$ cat src/rtl/game_timer.sv
// BCD mm:ss game timer: up/down count, pause/resume, preload, minute ceiling.
// Optional lap capture registers when TIMER_LAP_EN is defined.
module game_timer #(
  parameter int CLK_FREQ_HZ = 100_000_000,
  parameter int MAX_MIN     = 99
) (
  input  logic       clk,
  input  logic       rst_n,
  input  logic       start_i,
  input  logic       pause_i,
  input  logic       clear_i,
  input  logic       dir_i,
  input  logic       load_i,
  input  logic [7:0] load_sec_i,
  input  logic [7:0] load_min_i,
  output logic [7:0] sec_o,
  output logic [7:0] min_o,
  output logic [1:0] state_o,
  output logic       tick_o,
  output logic       done_o,
  output logic       expire_o
`ifdef TIMER_LAP_EN
  ,
  input  logic       lap_i,
  output logic [7:0] lap_sec_o,
  output logic [7:0] lap_min_o
`endif
);

  typedef enum logic [1:0] {
    IDLE  = 2'b00,
    RUN   = 2'b01,
    PAUSE = 2'b10,
    DONE  = 2'b11
  } state_t;

  localparam int PW = $clog2(CLK_FREQ_HZ);
  localparam logic [PW-1:0] PMAX = PW'(CLK_FREQ_HZ - 1);
  localparam logic [7:0] MAX_BCD =
    {4'(MAX_MIN / 10), 4'(MAX_MIN % 10)};

  state_t        state_q, state_d;
  logic [7:0]    sec_q, sec_d, min_q, min_d;
  logic [PW-1:0] presc_q, presc_d;
  logic          dir_q, dir_d;
  logic          expire_q, expire_d;
  logic          tick, load_ok, at_max, at_one;
  logic [7:0]    ld_min_val;
  logic [7:0]    sec_up, min_up, sec_dn, min_dn;
`ifdef TIMER_LAP_EN
  logic [7:0]    lap_sec_q, lap_sec_d, lap_min_q, lap_min_d;
`endif

  assign tick = (state_q == RUN) && (presc_q == PMAX);
  assign ld_min_val = 8'(load_min_i[7:4]) * 8'd10
                    + 8'(load_min_i[3:0]);
  assign load_ok = (load_sec_i[3:0] <= 4'd9)
                && (load_sec_i[7:4] <= 4'd5)
                && (load_min_i[3:0] <= 4'd9)
                && (load_min_i[7:4] <= 4'd9)
                && (ld_min_val <= 8'(MAX_MIN));
  assign at_max = (sec_q == 8'h59) && (min_q == MAX_BCD);
  assign at_one = (sec_q == 8'h01) && (min_q == 8'h00);

  // Digit-wise carry chain for one second up
  always_comb begin
    sec_up = sec_q;
    min_up = min_q;
    if (sec_q[3:0] != 4'd9) begin
      sec_up[3:0] = sec_q[3:0] + 4'd1;
    end else begin
      sec_up[3:0] = 4'd0;
      if (sec_q[7:4] != 4'd5) begin
        sec_up[7:4] = sec_q[7:4] + 4'd1;
      end else begin
        sec_up[7:4] = 4'd0;
        if (min_q[3:0] != 4'd9) begin
          min_up[3:0] = min_q[3:0] + 4'd1;
        end else begin
          min_up[3:0] = 4'd0;
          min_up[7:4] = min_q[7:4] + 4'd1;
        end
      end
    end
  end

  // Mirror borrow chain for one second down
  always_comb begin
    sec_dn = sec_q;
    min_dn = min_q;
    if (sec_q[3:0] != 4'd0) begin
      sec_dn[3:0] = sec_q[3:0] - 4'd1;
    end else begin
      sec_dn[3:0] = 4'd9;
      if (sec_q[7:4] != 4'd0) begin
        sec_dn[7:4] = sec_q[7:4] - 4'd1;
      end else begin
        sec_dn[7:4] = 4'd5;
        if (min_q[3:0] != 4'd0) begin
          min_dn[3:0] = min_q[3:0] - 4'd1;
        end else begin
          min_dn[3:0] = 4'd9;
          min_dn[7:4] = min_q[7:4] - 4'd1;
        end
      end
    end
  end

  always_comb begin
    state_d  = state_q;
    sec_d    = sec_q;
    min_d    = min_q;
    presc_d  = presc_q;
    dir_d    = dir_q;
    expire_d = 1'b0;
`ifdef TIMER_LAP_EN
    lap_sec_d = lap_sec_q;
    lap_min_d = lap_min_q;
`endif
    if (clear_i) begin
      state_d = IDLE;
      sec_d   = 8'h00;
      min_d   = 8'h00;
      presc_d = '0;
`ifdef TIMER_LAP_EN
      lap_sec_d = 8'h00;
      lap_min_d = 8'h00;
`endif
    end else begin
      unique case (state_q)
        IDLE: begin
          if (load_i) begin
            if (load_ok) begin
              sec_d = load_sec_i;
              min_d = load_min_i;
            end
          end else if (start_i) begin
            dir_d   = dir_i;
            presc_d = '0;
            if (dir_i && sec_q == 8'h00 && min_q == 8'h00) begin
              state_d  = DONE;
              expire_d = 1'b1;
            end else begin
              state_d = RUN;
            end
          end
        end
        RUN: begin
`ifdef TIMER_LAP_EN
          if (lap_i) begin
            lap_sec_d = sec_q;
            lap_min_d = min_q;
          end
`endif
          if (tick) begin
            presc_d = '0;
            if (!dir_q) begin
              if (at_max) begin
                state_d  = DONE;
                expire_d = 1'b1;
              end else begin
                sec_d = sec_up;
                min_d = min_up;
              end
            end else begin
              sec_d = sec_dn;
              min_d = min_dn;
              if (at_one) begin
                state_d  = DONE;
                expire_d = 1'b1;
              end
            end
          end else begin
            presc_d = presc_q + PW'(1);
          end
          if (pause_i && state_d == RUN) state_d = PAUSE;
        end
        PAUSE: begin
`ifdef TIMER_LAP_EN
          if (lap_i) begin
            lap_sec_d = sec_q;
            lap_min_d = min_q;
          end
`endif
          if (start_i) state_d = RUN;
        end
        DONE: begin
          state_d = DONE;
        end
      endcase
    end
  end

  always_ff @(posedge clk or negedge rst_n) begin
    if (!rst_n) begin
      state_q  <= IDLE;
      sec_q    <= 8'h00;
      min_q    <= 8'h00;
      presc_q  <= '0;
      dir_q    <= 1'b0;
      expire_q <= 1'b0;
`ifdef TIMER_LAP_EN
      lap_sec_q <= 8'h00;
      lap_min_q <= 8'h00;
`endif
    end else begin
      state_q  <= state_d;
      sec_q    <= sec_d;
      min_q    <= min_d;
      presc_q  <= presc_d;
      dir_q    <= dir_d;
      expire_q <= expire_d;
`ifdef TIMER_LAP_EN
      lap_sec_q <= lap_sec_d;
      lap_min_q <= lap_min_d;
`endif
    end
  end

  assign sec_o    = sec_q;
  assign min_o    = min_q;
  assign state_o  = state_q;
  assign tick_o   = tick & ~clear_i;
  assign done_o   = (state_q == DONE);
  assign expire_o = expire_q;
`ifdef TIMER_LAP_EN
  assign lap_sec_o = lap_sec_q;
  assign lap_min_o = lap_min_q;
`endif

endmodule

$ cat config.mk
export PLATFORM = sky130hd
export DESIGN_NAME = game_timer
export DESIGN_NICKNAME = d
export VERILOG_FILES = /design/src/rtl/game_timer.sv
export SDC_FILE = /design/constraint.sdc
export NUM_CORES = 1
export LEC_CHECK = 0
export CORE_MARGIN = 4
export CORE_UTILIZATION = 40
export DETAILED_ROUTE_END_ITERATION = 7
export HOLD_SLACK_MARGIN = 0.03
export SETUP_SLACK_MARGIN = 0.3
export SLEW_MARGIN = 20
export SYNTH_ARGS = -nofsm -noshare
export SYNTH_HDL_FRONTEND = slang
export SYNTH_SLANG_ARGS = --single-unit
$ cat constraint.sdc
create_clock -name clk -period 2.3 [get_ports clk]
set_input_delay 0.69 -clock clk [delete_from_list [all_inputs] [get_ports clk]]
set_output_delay 0.69 -clock clk [all_outputs]
set_load 0.05 [all_outputs]
; After elaboration in Yosys (flattened, before gate mapping)
; Index checks and enable logic that the tools add are counted.
[totals]
reg_bits = 47
input_bits = 23
ram_bits = 0
mem_bits_ro = 0
elab_cells = 130
mem_count = 0
output_inout_bits = 21
latchBits = 0
[classes]
muxes = 55
bitwise = 3
n_mul = 1
div_mod_pow = 0
reduce_logical = 24
n_eq_ne = 24
order_cmp = 5
add_sub_neg = 10
n_shift = 0
[op_table]
columns = operator, n
row1 = 8-bit 2-to-1 mux, 16
row2 = 27-bit 2-to-1 mux, 4
row3 = 27-bit case mux with 2 select lines, 1
row4 = 4-bit 2-to-1 mux, 10
row5 = 4-bit != test (second input constant), 9
row6 = 8-bit case mux with 2 select lines, 2
row7 = 27-bit by 1-bit adder with 27-bit output (second input constant), 1
row8 = 27-bit == test (second input constant), 1
row9 = 2-bit 2-to-1 mux, 12
row10 = 3-bit != test (second input constant), 6
row11 = 4-bit by 1-bit adder with 4-bit output (second input constant), 4
row12 = 8-bit zero test, 2
row13 = 4-bit by 1-bit subtractor with 4-bit output (second input constant), 4
row14 = 4-bit <= comparator (second input constant), 3
row15 = 4-bit nonzero test, 3
row16 = 11-bit AND reduction, 1
row17 = 1-bit logical AND, 10
row18 = 9-bit AND reduction, 1
row19 = 8-bit by 4-bit adder with 8-bit output, 1
row20 = 8-bit by 1-bit == test with 1-bit output (second input constant), 1
row21 = 8-bit by 7-bit == test with 1-bit output (second input constant), 1
row22 = 8-bit == test (second input constant), 1
row23 = 8-bit by 7-bit <= comparator with 1-bit output (second input constant), 1
row24 = 1-bit 2-to-1 mux, 8
row25 = 15 further kinds, 19

; Longest topological paths before layout
[logic_depth]
ltp_word = 12
mapped_depth = 11
mapped_depth_nobuf = 10

; Least setup slack after synthesis
; OpenSTA, ideal clock, no wires.
[synth_timing]
path_type = input -> register
start = input load_min_i[5]
end = register sec_q[4] (netlist: sec_o[4])
setup_time_ns = 0.128
cell_stages = 9
arrival_time_ns = 3.181
slack_ns = -1.009
path_cell_list = ha_1 ha_1 fa_1 or4_1 a211o_1 and4_4 o21ai_4 a21o_2 mux2_1
[synth_via]
elab_chain_len = 6
[synth_lines]
columns = item, line
row1 = start: declaration, 15  ; input logic [7:0] load_min_i,
row2 = 4-bit by 3-bit multiplier with 7-bit output, 55  ; assign ld_min_val = 8'(load_min_i[7:4]) * 8'd10
row3 = 8-bit by 4-bit adder with 8-bit output, 56  ; + 8'(load_min_i[3:0]);
row4 = 8-bit by 7-bit <= comparator with 1-bit output, 61  ; && (ld_min_val <= 8'(MAX_MIN));
row5 = 1-bit logical AND *, 61
row6 = 3-bit != test (no source line) *, -
row7 = 7-bit AND reduction (no source line) *, -
row8 = end signal: assignment, 197  ; sec_q <= 8'h00;
row9 = end signal: assignment, 208  ; sec_q <= sec_d;
row10 = end: declaration, 43  ; logic [7:0] sec_q, sec_d, min_q, min_d;
; Every way passes the cells marked *; elsewhere a longest branch is shown, timed or not.
; A chain may end at the register's enable or synchronous reset.

; Final worst setup path
[layout_timing]
start = input load_min_i[5]
end = register sec_q[5] (netlist: sec_o[5])
; The elaborated chain is that of the path after synthesis.

==> flow_metrics.env <==
export IMPL_cts_hold_buf=0
export IMPL_num_rows=34
export IMPL_final_common_cell="buf_4"
export IMPL_hold_path_class="input port to async pin"
export IMPL_fillers=773
export IMPL_gr_total_overflow=0
export IMPL_multiInputGateArea_um2=2810
export IMPL_avgSynthCellArea_um2=8.31
export IMPL_drc=0
export IMPL_synth_yosys_warnings=0
export IMPL_ff_latch_area_um2=1180
export IMPL_worstPathRequired_ps=2490
export IMPL_grt_max_degree=24
export IMPL_portBuffers=43
export IMPL_path_buf_inv=1
export IMPL_critPathSlowestCell="or4_4"
export IMPL_ys_flop_type="dfrtp_1"
export IMPL_finish_instance_area_um2=5650
export IMPL_final_cell_mix="buf_4, dfrtp_1, nor2_1"
export IMPL_slowest_delay_ps=520
export IMPL_clk_path_buf_depth=2
export IMPL_clkLatencyLatePin_ps=310
export IMPL_start_util_pct=41.5
export IMPL_htree_levels=2
export IMPL_fmax_mhz=332
export IMPL_ys_types=64
export IMPL_pre_cts_slack_ps=-1530
export IMPL_synth_edff_count=0
export IMPL_path_cells="buf_8 -> ha_4 -> ha_4 -> fa_2 -> or4_4 -> a211o_1 -> and4_4 -> o21ai_4 -> a21o_4 -> mux2_4"
export IMPL_io_pins=44
export IMPL_ir_drop_uv=323
export IMPL_grt_pass1_vias=3753
export IMPL_dp_cells=658
export IMPL_antennaDiodeCount=0
export IMPL_postSynthCellCount=442
export IMPL_setup_viol=18
export IMPL_path_clk_slew_ps=90
export IMPL_tightestPinTransition_ps=500
export IMPL_crit_path_start_kind="input port"
export IMPL_clockRootBuffer="clkbuf_8"
export IMPL_outcome="complete, but fails checks"
export IMPL_area_growth_pct=53.7
export IMPL_r2r_end="min_o[1]"
export IMPL_grt_use_total_pct=20.2
export IMPL_via_per_inst=5.53
export IMPL_placed_area_um2=4870
export IMPL_critPathLaunch="load_min_i[5]"
export IMPL_drt_wl_total_mm=11.5
export IMPL_core_area_um2=8850
export IMPL_fin_skew_ps=13.3
export IMPL_dieArea_um2=10800
export IMPL_endpoint="sec_o[5]"
export IMPL_numCtsBuffers=5
export IMPL_powerDensity_nw_per_um2=600
export IMPL_cp_top_family="adder cells"
export IMPL_vias=3856
export IMPL_hold_violations=0
export IMPL_maxCapViolCount=0
export IMPL_die_h_um=104
export IMPL_globalplace_congestion=0.930
export IMPL_worst_slack_ps=-716
export IMPL_ys_ff_latch=47
export IMPL_r2r_setup_slack_ps=-220
export IMPL_worst_path_stages=10
export IMPL_nets=633
export IMPL_place_detailed_hpwl_mm=8.06
export IMPL_drt_pass1_iter_count=4
export IMPL_synth_seq_area_share_pct=32.0
export IMPL_fin_crit_sh_pct=131
export IMPL_max_slew_margin_pct=66.5
export IMPL_cts_tree="done"
export IMPL_cts_sinks=47
export IMPL_r2r_start="presc_q[1]"
export IMPL_finalNonFillerCells=697
export IMPL_cp_arrival_ps=3200
export IMPL_wire_per_inst_um=16.5
export IMPL_cp_max_fo=4
export IMPL_violations="negative setup slack"
export IMPL_critical_path_class="input port to register"
export IMPL_syn_area_um2=3670
export IMPL_fin_tns_setup_ps=-10840
export IMPL_worstSetupEndpointType="register"
export IMPL_drv_slew=0
export IMPL_die_w_um=104
export IMPL_grt_pass1_wl_mm=18.2
export IMPL_worst_path_most_repeated_cell="ha_4"
export IMPL_grt_setup_unrepaired="yes"
export IMPL_hold_ws_ps=338
export IMPL_async_flop_share_pct=100
export IMPL_ant_nets=0
export IMPL_worst_r2r_cell_count=10
export IMPL_drive_above_1_share_pct=40.2
export IMPL_syn_nets=487
export IMPL_antenna_found_initial=0
export IMPL_drt_iter0_drc=158
export IMPL_leakage_uw=0.00244
export IMPL_fin_crit_ps=3020
==> cells in the mapped netlist, types with 3 or more instances <==
cell,count,share of area [%]
a21oi_1,25,3.4
nand2b_1,8,1.4
buf_1,3,0.31
and3b_1,3,0.72
clkbuf_1,16,1.6
and2_1,3,0.51
a31oi_1,3,0.51
a21o_1,3,0.61
xor2_1,9,2.1
or3_1,5,0.85
inv_1,21,2.1
and3_1,7,1.2
o221ai_1,3,0.72
o21ai_0,40,5.4
ha_1,19,6.5
nand3_1,16,2.2
dfrtp_1,47,32
nor2_1,55,5.6
o211ai_1,6,1.2
nor4b_1,4,0.95
nand4_1,13,2.2
a211oi_1,4,0.82
fa_1,3,1.6
mux2_1,7,2.1
mux2i_1,3,0.82
xnor2_1,10,2.4
nand2_1,29,3.0
o22ai_1,3,0.51
or4_1,3,0.61
nor2b_1,7,1.2
nand3b_1,4,0.82
o31ai_1,8,1.6
nor3_1,9,1.2
==> worst min path at each step <==
stage,cells after the start,startpoint,slack (ps),end
after floorplan,0,rst_n,390,dir_q
after global placement,2,presc_q[16],520,presc_q[16]
after detailed placement,2,presc_q[16],540,presc_q[16]
after CTS,1,rst_n,340,state_o[0]
after global routing,1,rst_n,350,min_o[4]
final,1,rst_n,340,dir_q
==> repair_timing <==
| action | 4_1_cts | 5_1_grt |
|---|---|---|
| gates cloned | 3 | 0 |
| endpoints found under the setup margin | 53 | 49 |
| endpoints found under the hold margin | 0 | 0 |
| gates resized for setup | 92 | 67 |
| setup buffers | 15 | 13 |
| pin swaps | 24 | 47 |
==> power by group <==
| group | total [uW] | leakage (uW) | internal (uW) | switching (uW) |
|---|---|---|---|---|
| registers | 985 | 0.000631 | 912 | 73.2 |
| clock network | 516 | 0.0000485 | 218 | 298 |
| logic | 1890 | 0.00176 | 801 | 1090 |
| total | 3390 | 0.00244 | 1930 | 1460 |
==> registers in the layout, summed over array words and instances, names as in the netlist <==
| name | count |
|---|---|
| presc_q | 27 |
| min_o | 8 |
| sec_o | 8 |
| state_o | 2 |
| dir_q | 1 |
| expire_o | 1 |
==> cell families (layout without fill, tap and decap cells) <==
family          count (synthesis)  after routing  share of synthesized area (%)
compound gates                118            119                           21.0
simple gates                  183            183                           26.7
fa+ha+maj                      22             22                           8.11
buf+inv                        43            189                           4.67
flops                          47             47                           32.0
mux                            10             10                           2.96
xor+xnor                       19             19                           4.53
==> layout make-up <==
| class | count | share of cell area [%] |
|---|---|---|
| Clock buffer | 5 | 1.22 |
| Clock inverter | 3 | 0.399 |
| Inverter | 21 | 1.40 |
| Multi-Input combinational cell | 353 | 49.8 |
| Sequential cell | 47 | 20.9 |
| Tap cell | 108 | 2.39 |
| Timing Repair Buffer | 160 | 23.9 |
==> routing by layer <==
layer	global-route usage, %	wire, um
met2	36.0	6050
met4	5.89	186
met3	2.67	404
met1	25.5	4870
met5	0	0
==> through the flow <==
stage	util (%)	total power, uW
after global placement	55.0	2700
after CTS	59.9	3340
final	63.8	3390
after global routing	63.8	3610
after floorplan	-	2080
after detailed placement	55.0	2720
No activity file was read; power rests on OpenSTA's default activity.
